--- src/rtl/store_unit_pkg.sv ---
// rtl/store_unit_pkg.sv - shared encodings for the store unit
// Purpose: store-size codes, FSM state type and byte-lane mask constants
//          shared by store_unit, store_align and the interface users.
// Ports:   none (package).
package store_unit_pkg;

  // store_size_in encodings; 2'b11 is treated as a word.
  localparam logic [1:0] SZ_BYTE = 2'b00;
  localparam logic [1:0] SZ_HALF = 2'b01;
  localparam logic [1:0] SZ_WORD = 2'b10;

  // Byte-lane write masks, bit i = byte lane i.
  localparam logic [3:0] MASK_NONE    = 4'b0000;
  localparam logic [3:0] MASK_BYTE0   = 4'b0001;
  localparam logic [3:0] MASK_HALF_LO = 4'b0011;
  localparam logic [3:0] MASK_HALF_HI = 4'b1100;
  localparam logic [3:0] MASK_WORD    = 4'b1111;

  typedef enum logic {
    ST_IDLE = 1'b0,  // no request outstanding
    ST_WAIT = 1'b1   // request on the port, awaiting dm_ready_in
  } state_t;

endpackage

--- src/rtl/store_unit_if.sv ---
// rtl/store_unit_if.sv - execute-stage and data-memory signals of the store unit
// Purpose: bundles the store handshake from execute and the write port to
//          data memory.
// Ports:   slave modport  = store unit view (store inputs, memory outputs);
//          master modport = execute stage / memory model view.
interface store_unit_if;

  logic        st_valid_in;
  logic        st_ready_out;
  logic [1:0]  store_size_in;
  logic [31:0] iadder_in;
  logic [31:0] rs2_in;
  logic        flush_in;
  logic        dm_wr_req_out;
  logic [31:0] dm_addr_out;
  logic [31:0] dm_data_out;
  logic [3:0]  dm_wr_mask_out;
  logic        dm_ready_in;
  logic        store_done_out;
  logic        misaligned_out;
  logic [31:0] misaligned_addr_out;

  modport slave (
    input  st_valid_in, store_size_in, iadder_in, rs2_in, flush_in, dm_ready_in,
    output st_ready_out, dm_wr_req_out, dm_addr_out, dm_data_out, dm_wr_mask_out,
           store_done_out, misaligned_out, misaligned_addr_out
  );

  modport master (
    output st_valid_in, store_size_in, iadder_in, rs2_in, flush_in, dm_ready_in,
    input  st_ready_out, dm_wr_req_out, dm_addr_out, dm_data_out, dm_wr_mask_out,
           store_done_out, misaligned_out, misaligned_addr_out
  );

endinterface

--- src/rtl/store_unit_align.sv ---
// rtl/store_unit_align.sv - byte-lane placement and alignment check for stores
// Purpose: combinationally replicates rs2 onto the lanes selected by the
//          size and low address bits, builds the write mask and flags
//          misaligned halves/words.
// Ports:   size (2), offset = iadder[1:0] (2), rs2 (32) in;
//          data (32), mask (4), misaligned (1) out.
module store_align
  import store_unit_pkg::*;
(
  input  logic [1:0]  size,
  input  logic [1:0]  offset,
  input  logic [31:0] rs2,
  output logic [31:0] data,
  output logic [3:0]  mask,
  output logic        misaligned
);

  always_comb begin
    data       = rs2;
    mask       = MASK_WORD;
    misaligned = 1'b0;
    case (size)
      SZ_BYTE: begin
        data = {4{rs2[7:0]}};
        mask = MASK_BYTE0 << offset;
      end
      SZ_HALF: begin
        data       = {2{rs2[15:0]}};
        mask       = offset[1] ? MASK_HALF_HI : MASK_HALF_LO;
        misaligned = offset[0];
      end
      default: begin
        misaligned = (offset != 2'b00);
      end
    endcase
  end

endmodule

--- src/rtl/store_unit.sv ---
// rtl/store_unit.sv - RV32 data-memory write path with one-entry request register
// Purpose: accepts stores from execute, aligns them via store_align and holds
//          the write request on the data-memory port until accepted.
// Ports:   ms_riscv32_mp_clk_in (1), ms_riscv32_mp_rst_n_in (1, sync active-low);
//          bus (store_unit_if.slave): execute handshake, memory write port,
//          done and misalignment pulses.
module store_unit
  import store_unit_pkg::*;
(
  input  logic          ms_riscv32_mp_clk_in,
  input  logic          ms_riscv32_mp_rst_n_in,
  store_unit_if.slave   bus
);

  state_t      state;
  logic        wr_req;
  logic [31:0] wr_addr;
  logic [31:0] wr_data;
  logic [3:0]  wr_mask;
  logic        done;
  logic        mis;
  logic [31:0] mis_addr;

  logic [31:0] al_data;
  logic [3:0]  al_mask;
  logic        al_mis;
  logic        st_ready;
  logic        accept;
  logic        retire;

  store_align u_align (
    .size       (bus.store_size_in),
    .offset     (bus.iadder_in[1:0]),
    .rs2        (bus.rs2_in),
    .data       (al_data),
    .mask       (al_mask),
    .misaligned (al_mis)
  );

  // The only combinational use of dm_ready_in: freeing the register slot in
  // the same cycle the memory takes the current write.
  assign retire   = (state == ST_WAIT) && bus.dm_ready_in;
  assign st_ready = (state == ST_IDLE) || retire;
  assign accept   = bus.st_valid_in && st_ready && !bus.flush_in;

  always_ff @(posedge ms_riscv32_mp_clk_in) begin
    if (!ms_riscv32_mp_rst_n_in) begin
      state    <= ST_IDLE;
      wr_req   <= 1'b0;
      wr_addr  <= '0;
      wr_data  <= '0;
      wr_mask  <= MASK_NONE;
      done     <= 1'b0;
      mis      <= 1'b0;
      mis_addr <= '0;
    end else begin
      done <= retire;
      mis  <= accept && al_mis;
      if (accept && al_mis) begin
        mis_addr <= bus.iadder_in;
      end
      if (accept && !al_mis) begin
        // New aligned store: load the slot (back-to-back when retiring).
        state   <= ST_WAIT;
        wr_req  <= 1'b1;
        wr_addr <= {bus.iadder_in[31:2], 2'b00};
        wr_data <= al_data;
        wr_mask <= al_mask;
      end else if (retire) begin
        // Mask drops with the request; addr/data just keep their last value.
        state   <= ST_IDLE;
        wr_req  <= 1'b0;
        wr_mask <= MASK_NONE;
      end
    end
  end

  assign bus.st_ready_out        = st_ready;
  assign bus.dm_wr_req_out       = wr_req;
  assign bus.dm_addr_out         = wr_addr;
  assign bus.dm_data_out         = wr_data;
  assign bus.dm_wr_mask_out      = wr_mask;
  assign bus.store_done_out      = done;
  assign bus.misaligned_out      = mis;
  assign bus.misaligned_addr_out = mis_addr;

endmodule

--- src/flat_wrapper.sv ---
// flat-port wrapper written by rule: the top's interface ports become plain ports
module store_unit_flat import store_unit_pkg::*;
  (ms_riscv32_mp_clk_in, ms_riscv32_mp_rst_n_in, bus_st_valid_in, bus_store_size_in, bus_iadder_in, bus_rs2_in, bus_flush_in, bus_dm_ready_in, bus_st_ready_out, bus_dm_wr_req_out, bus_dm_addr_out, bus_dm_data_out, bus_dm_wr_mask_out, bus_store_done_out, bus_misaligned_out, bus_misaligned_addr_out);
  store_unit_if bus_i ();
  input  logic ms_riscv32_mp_clk_in;
  input  logic ms_riscv32_mp_rst_n_in;
  input wire logic [$bits(bus_i.st_valid_in)-1:0] bus_st_valid_in;
  input wire logic [$bits(bus_i.store_size_in)-1:0] bus_store_size_in;
  input wire logic [$bits(bus_i.iadder_in)-1:0] bus_iadder_in;
  input wire logic [$bits(bus_i.rs2_in)-1:0] bus_rs2_in;
  input wire logic [$bits(bus_i.flush_in)-1:0] bus_flush_in;
  input wire logic [$bits(bus_i.dm_ready_in)-1:0] bus_dm_ready_in;
  output wire logic [$bits(bus_i.st_ready_out)-1:0] bus_st_ready_out;
  output wire logic [$bits(bus_i.dm_wr_req_out)-1:0] bus_dm_wr_req_out;
  output wire logic [$bits(bus_i.dm_addr_out)-1:0] bus_dm_addr_out;
  output wire logic [$bits(bus_i.dm_data_out)-1:0] bus_dm_data_out;
  output wire logic [$bits(bus_i.dm_wr_mask_out)-1:0] bus_dm_wr_mask_out;
  output wire logic [$bits(bus_i.store_done_out)-1:0] bus_store_done_out;
  output wire logic [$bits(bus_i.misaligned_out)-1:0] bus_misaligned_out;
  output wire logic [$bits(bus_i.misaligned_addr_out)-1:0] bus_misaligned_addr_out;
  assign bus_i.st_valid_in = bus_st_valid_in;
  assign bus_i.store_size_in = bus_store_size_in;
  assign bus_i.iadder_in = bus_iadder_in;
  assign bus_i.rs2_in = bus_rs2_in;
  assign bus_i.flush_in = bus_flush_in;
  assign bus_i.dm_ready_in = bus_dm_ready_in;
  assign bus_st_ready_out = bus_i.st_ready_out;
  assign bus_dm_wr_req_out = bus_i.dm_wr_req_out;
  assign bus_dm_addr_out = bus_i.dm_addr_out;
  assign bus_dm_data_out = bus_i.dm_data_out;
  assign bus_dm_wr_mask_out = bus_i.dm_wr_mask_out;
  assign bus_store_done_out = bus_i.store_done_out;
  assign bus_misaligned_out = bus_i.misaligned_out;
  assign bus_misaligned_addr_out = bus_i.misaligned_addr_out;
  store_unit u_core (.ms_riscv32_mp_clk_in(ms_riscv32_mp_clk_in), .ms_riscv32_mp_rst_n_in(ms_riscv32_mp_rst_n_in), .bus(bus_i));
endmodule
--- config.mk ---
export PLATFORM = sky130hd
export DESIGN_NAME = store_unit_flat
export DESIGN_NICKNAME = d
export VERILOG_FILES = /design/src/rtl/store_unit_pkg.sv /design/src/rtl/store_unit_if.sv /design/src/rtl/store_unit_align.sv /design/src/rtl/store_unit.sv /design/src/flat_wrapper.sv
export SDC_FILE = /design/constraint.sdc
export NUM_CORES = 1
export LEC_CHECK = 0
export ABC_AREA = 1
export CORE_ASPECT_RATIO = 1.75
export CORE_UTILIZATION = 40
export DETAILED_ROUTE_END_ITERATION = 16
export PLACE_DENSITY = 0.8
export SLEW_MARGIN = 25
export SYNTH_ARGS = -nofsm -noshare
export SYNTH_HDL_FRONTEND = slang
export SYNTH_SLANG_ARGS = --single-unit
--- constraint.sdc ---
create_clock -name ms_riscv32_mp_clk_in -period 1.9 [get_ports ms_riscv32_mp_clk_in]
set_clock_uncertainty 0.15 [all_clocks]
set_input_delay 0.38 -clock ms_riscv32_mp_clk_in [delete_from_list [all_inputs] [get_ports ms_riscv32_mp_clk_in]]
set_output_delay 0.38 -clock ms_riscv32_mp_clk_in [all_outputs]
set_load 0.05 [all_outputs]
==> results of run 1 <==
## cell usage in the layout (no fill, tap or decap)
master,netlist,routed
nor2_1,193,193
buf_4,8,113
dfxtp_1,101,101
o21ai_0,90,90
clkdlybuf4s50_1,0,69
nand2_1,66,65
nand3_1,17,17
o21ai_1,14,14
buf_12,0,10
clkbuf_16,0,9
inv_1,7,7
a21oi_1,5,5
bufinv_16,0,3
clkbuf_8,0,3
nand2_2,1,2
nor2_2,2,2
nand2_4,2,2
inv_2,2,2
conb_1,1,2
inv_4,1,1
nor2_4,1,1
clkbuf_1,15,1
buf_2,8,1
## power groups by stage
stage / Clock, mW / Combinational (mW) / Sequential [mW]
finish: 2.16 / 1.23 / 2.31
global route: 2.30 / 1.30 / 2.32
CTS: 2.21 / 1.23 / 2.31
detailed placement: 0 / 1.23 / 2.36
global placement: 0 / 1.22 / 2.35
floorplan: 0 / 0.324 / 2.77
## cell type report
class / count / area (µm²)
fillers: 868 / 3540
repair buffers: 193 / 1740
flip-flops and latches: 101 / 2020
inverters: 10 / 40.0
clock buffers: 13 / 270
multi-input cells: 393 / 1670
well taps: 122 / 153
clock inverters: 3 / 90.1
## registers in the layout, indices dropped and copies added, names as in the netlist
signal / count
u_core.bus.dm_addr_out: 30
u_core.bus.dm_data_out: 32
u_core.bus.dm_wr_mask_out: 4
u_core.bus.misaligned_addr_out: 32
u_core.bus.misaligned_out: 1
u_core.bus.store_done_out: 1
u_core.state: 1
## layer usage
metal / track usage / up-vias
li1: - / 2052
met1: 0.243 / 1861
met2: 0.464 / 162
met3: 0.0514 / 29
met4: 0.129 / 0
met5: 0 / -
## synth_stat cells (5+ instances only)
cell type / count / area share
dfxtp_1: 101 / 0.51
buf_6: 5 / 0.014
buf_2: 8 / 0.010
a21oi_1: 5 / 0.0064
nand2_1: 66 / 0.063
o21ai_0: 90 / 0.11
buf_4: 8 / 0.015
inv_1: 7 / 0.0067
clkbuf_1: 15 / 0.014
nor2_1: 193 / 0.18
nand3_1: 17 / 0.022
o21ai_1: 14 / 0.018
## metrics by stage
step / std cells / power, mW / hold WS [ns] / util / worst slack [ns]
global placement: 819 / 3.57 / 0.315 / 0.590 / -0.153
finish: 835 / 5.69 / 0.334 / 0.628 / 0.0986
detailed placement: 819 / 3.58 / 0.323 / 0.590 / -0.170
global route: 835 / 5.92 / 0.355 / 0.628 / 0.0404
floorplan: 540 / 3.09 / 0.365 / - / 0.0768
CTS: 835 / 5.75 / 0.335 / 0.628 / 0.118
## cell families after synthesis
kind of cell | count (synthesis) | synth area share
AOI/OAI and AO/OA | 109 | 0.139
buffers and inverters | 46 | 0.0643
DFF | 101 | 0.514
and+or+nand+nor | 282 | 0.282
other | 1 | 0.000953
## worst register-to-register path, delay by kind of cell, from the launching register on
family	cells	cell delay, ns
AND/OR/NAND/NOR	5	0.57
buffers and inverters	3	0.40
flip-flops	1	0.34
## final timing paths
| check | cells after the start | slack, ns | start | end |
|---|---|---|---|---|
| worst max-delay path | 5 | 0.1 | bus_dm_ready_in | bus_st_ready_out |
| worst min-delay path | 2 | 0.33 | u_core.bus.dm_data_out[2] | u_core.bus.dm_data_out[2] |
| worst max register to register | 8 | 0.38 | u_core.state | u_core.bus.dm_data_out[7] |
| worst min register to register | 2 | 0.33 | u_core.bus.dm_data_out[2] | u_core.bus.dm_data_out[2] |
==> impl_metrics.env, run 1 <==
export IMPL_final_max_slew_viol_count=0
export IMPL_wl_per_cell_um=14.7
export IMPL_cts_hold_fix_buffers=0
export IMPL_power_frac_clock=0.379
export IMPL_grt_pass1_wl_um=19500
export IMPL_highest_layer="met4"
export IMPL_dr_wl_met3_um=689
export IMPL_rsz0062_at_grt="no"
export IMPL_antenna_found_initial=0
export IMPL_crit_chain="clkdlybuf4s50_1, inv_1, nand2_2, buf_4, buf_12"
export IMPL_vias_per_cell=4.91
export IMPL_async_reset_ff_frac=0
export IMPL_ir_drop_mv=0.888
export IMPL_ys_ff_latch=101
export IMPL_grt_use_total=0.244
export IMPL_dr_wl_met2_um=6670
export IMPL_crit_type="in2out"
export IMPL_slowest_stage="clkdlybuf4s50_1"
export IMPL_die_y_um=133
export IMPL_cts_tree="done"
export IMPL_die_x_um=77.0
export IMPL_start_util=0.413
export IMPL_dr_total_vias=4104
export IMPL_power_density_mw_per_mm2=952
export IMPL_synth_area_mm2=0.00393
export IMPL_drc=0
export IMPL_min_period_ns=1.80
export IMPL_timing_final_hold_violations=0
export IMPL_power_frac_seq=0.405
export IMPL_drt_total_wl_um=12300
export IMPL_syn2layout_area_growth_pct=52.1
export IMPL_drt_iter0_drc=160
export IMPL_netSwitchingFraction=0.284
export IMPL_synth_edf_count=0
export IMPL_arrival_ns=1.27
export IMPL_gr_total_overflow=0
export IMPL_clk_pin_slew_worst_paths_ns=0.07
export IMPL_period_share=0.948
export IMPL_final_cell_area_mm2=0.00598
export IMPL_cts_setup_buffers=0
export IMPL_die_area_mm2=0.0103
export IMPL_drive_gt1_frac=0.209
export IMPL_gp_congestion=0.893
export IMPL_ctsHtreeMaxLevel=3
export IMPL_drtPass1Iterations=4
export IMPL_finalSetupTns_ns=0
export IMPL_cp_required_ns=1.37
export IMPL_synth_cell_types=19
export IMPL_worstSkewPairLatency_ns=0.34
export IMPL_ios=175
export IMPL_numCtsBuffers=9
export IMPL_antenna_left=0
export IMPL_cts_sinks=101
export IMPL_crit_buf_inv=4
export IMPL_layout_nets=779
export IMPL_outcome="finished clean"
export IMPL_core_area_mm2=0.00953
export IMPL_root_buffer="clkbuf_16"
export IMPL_yosysSeqAreaShare=0.514
export IMPL_switchingPower_mw=1.62
export IMPL_cp_top_family="buffers and inverters"
export IMPL_hold_class="reg2reg"
export IMPL_max_cap_violations=0
export IMPL_setup_viol=0
export IMPL_hpwl_um=9050
export IMPL_cp_max_fo=3
export IMPL_synth_cells=539
export IMPL_clk_path_buf_depth=2
export IMPL_end_kind="output port"
export IMPL_num_antenna_cells=0
export IMPL_grt_pass1_vias=4074
export IMPL_grt_max_degree=96
export IMPL_p_int_mw=4.07
export IMPL_ys_flop_type="dfxtp_1"
export IMPL_start_kind="input pin"
export IMPL_p_comb_frac=0.215
export IMPL_leakage_nw=2.73
export IMPL_fmaxAchievable_ghz=0.555
export IMPL_row_count=47
export IMPL_cp_slowest_stage_delay_ns=0.50
export IMPL_wl_met1_um=4410
export IMPL_synth_avg_cell_area_um2=7.30
export IMPL_yosys_warnings=0
export IMPL_cts_resized=0
export IMPL_place_area_mm2=0.00562
export IMPL_io_buffers=172
(Power assumes the default switching activity.)
==> run 2: changes to the inputs <==
CAP_MARGIN = 10   (was unset)
CTS_CLUSTER_DIAMETER = 30   (was unset)
==> results of run 2 <==
No change in the layout: final DEF, timing and power equal those of run 1.
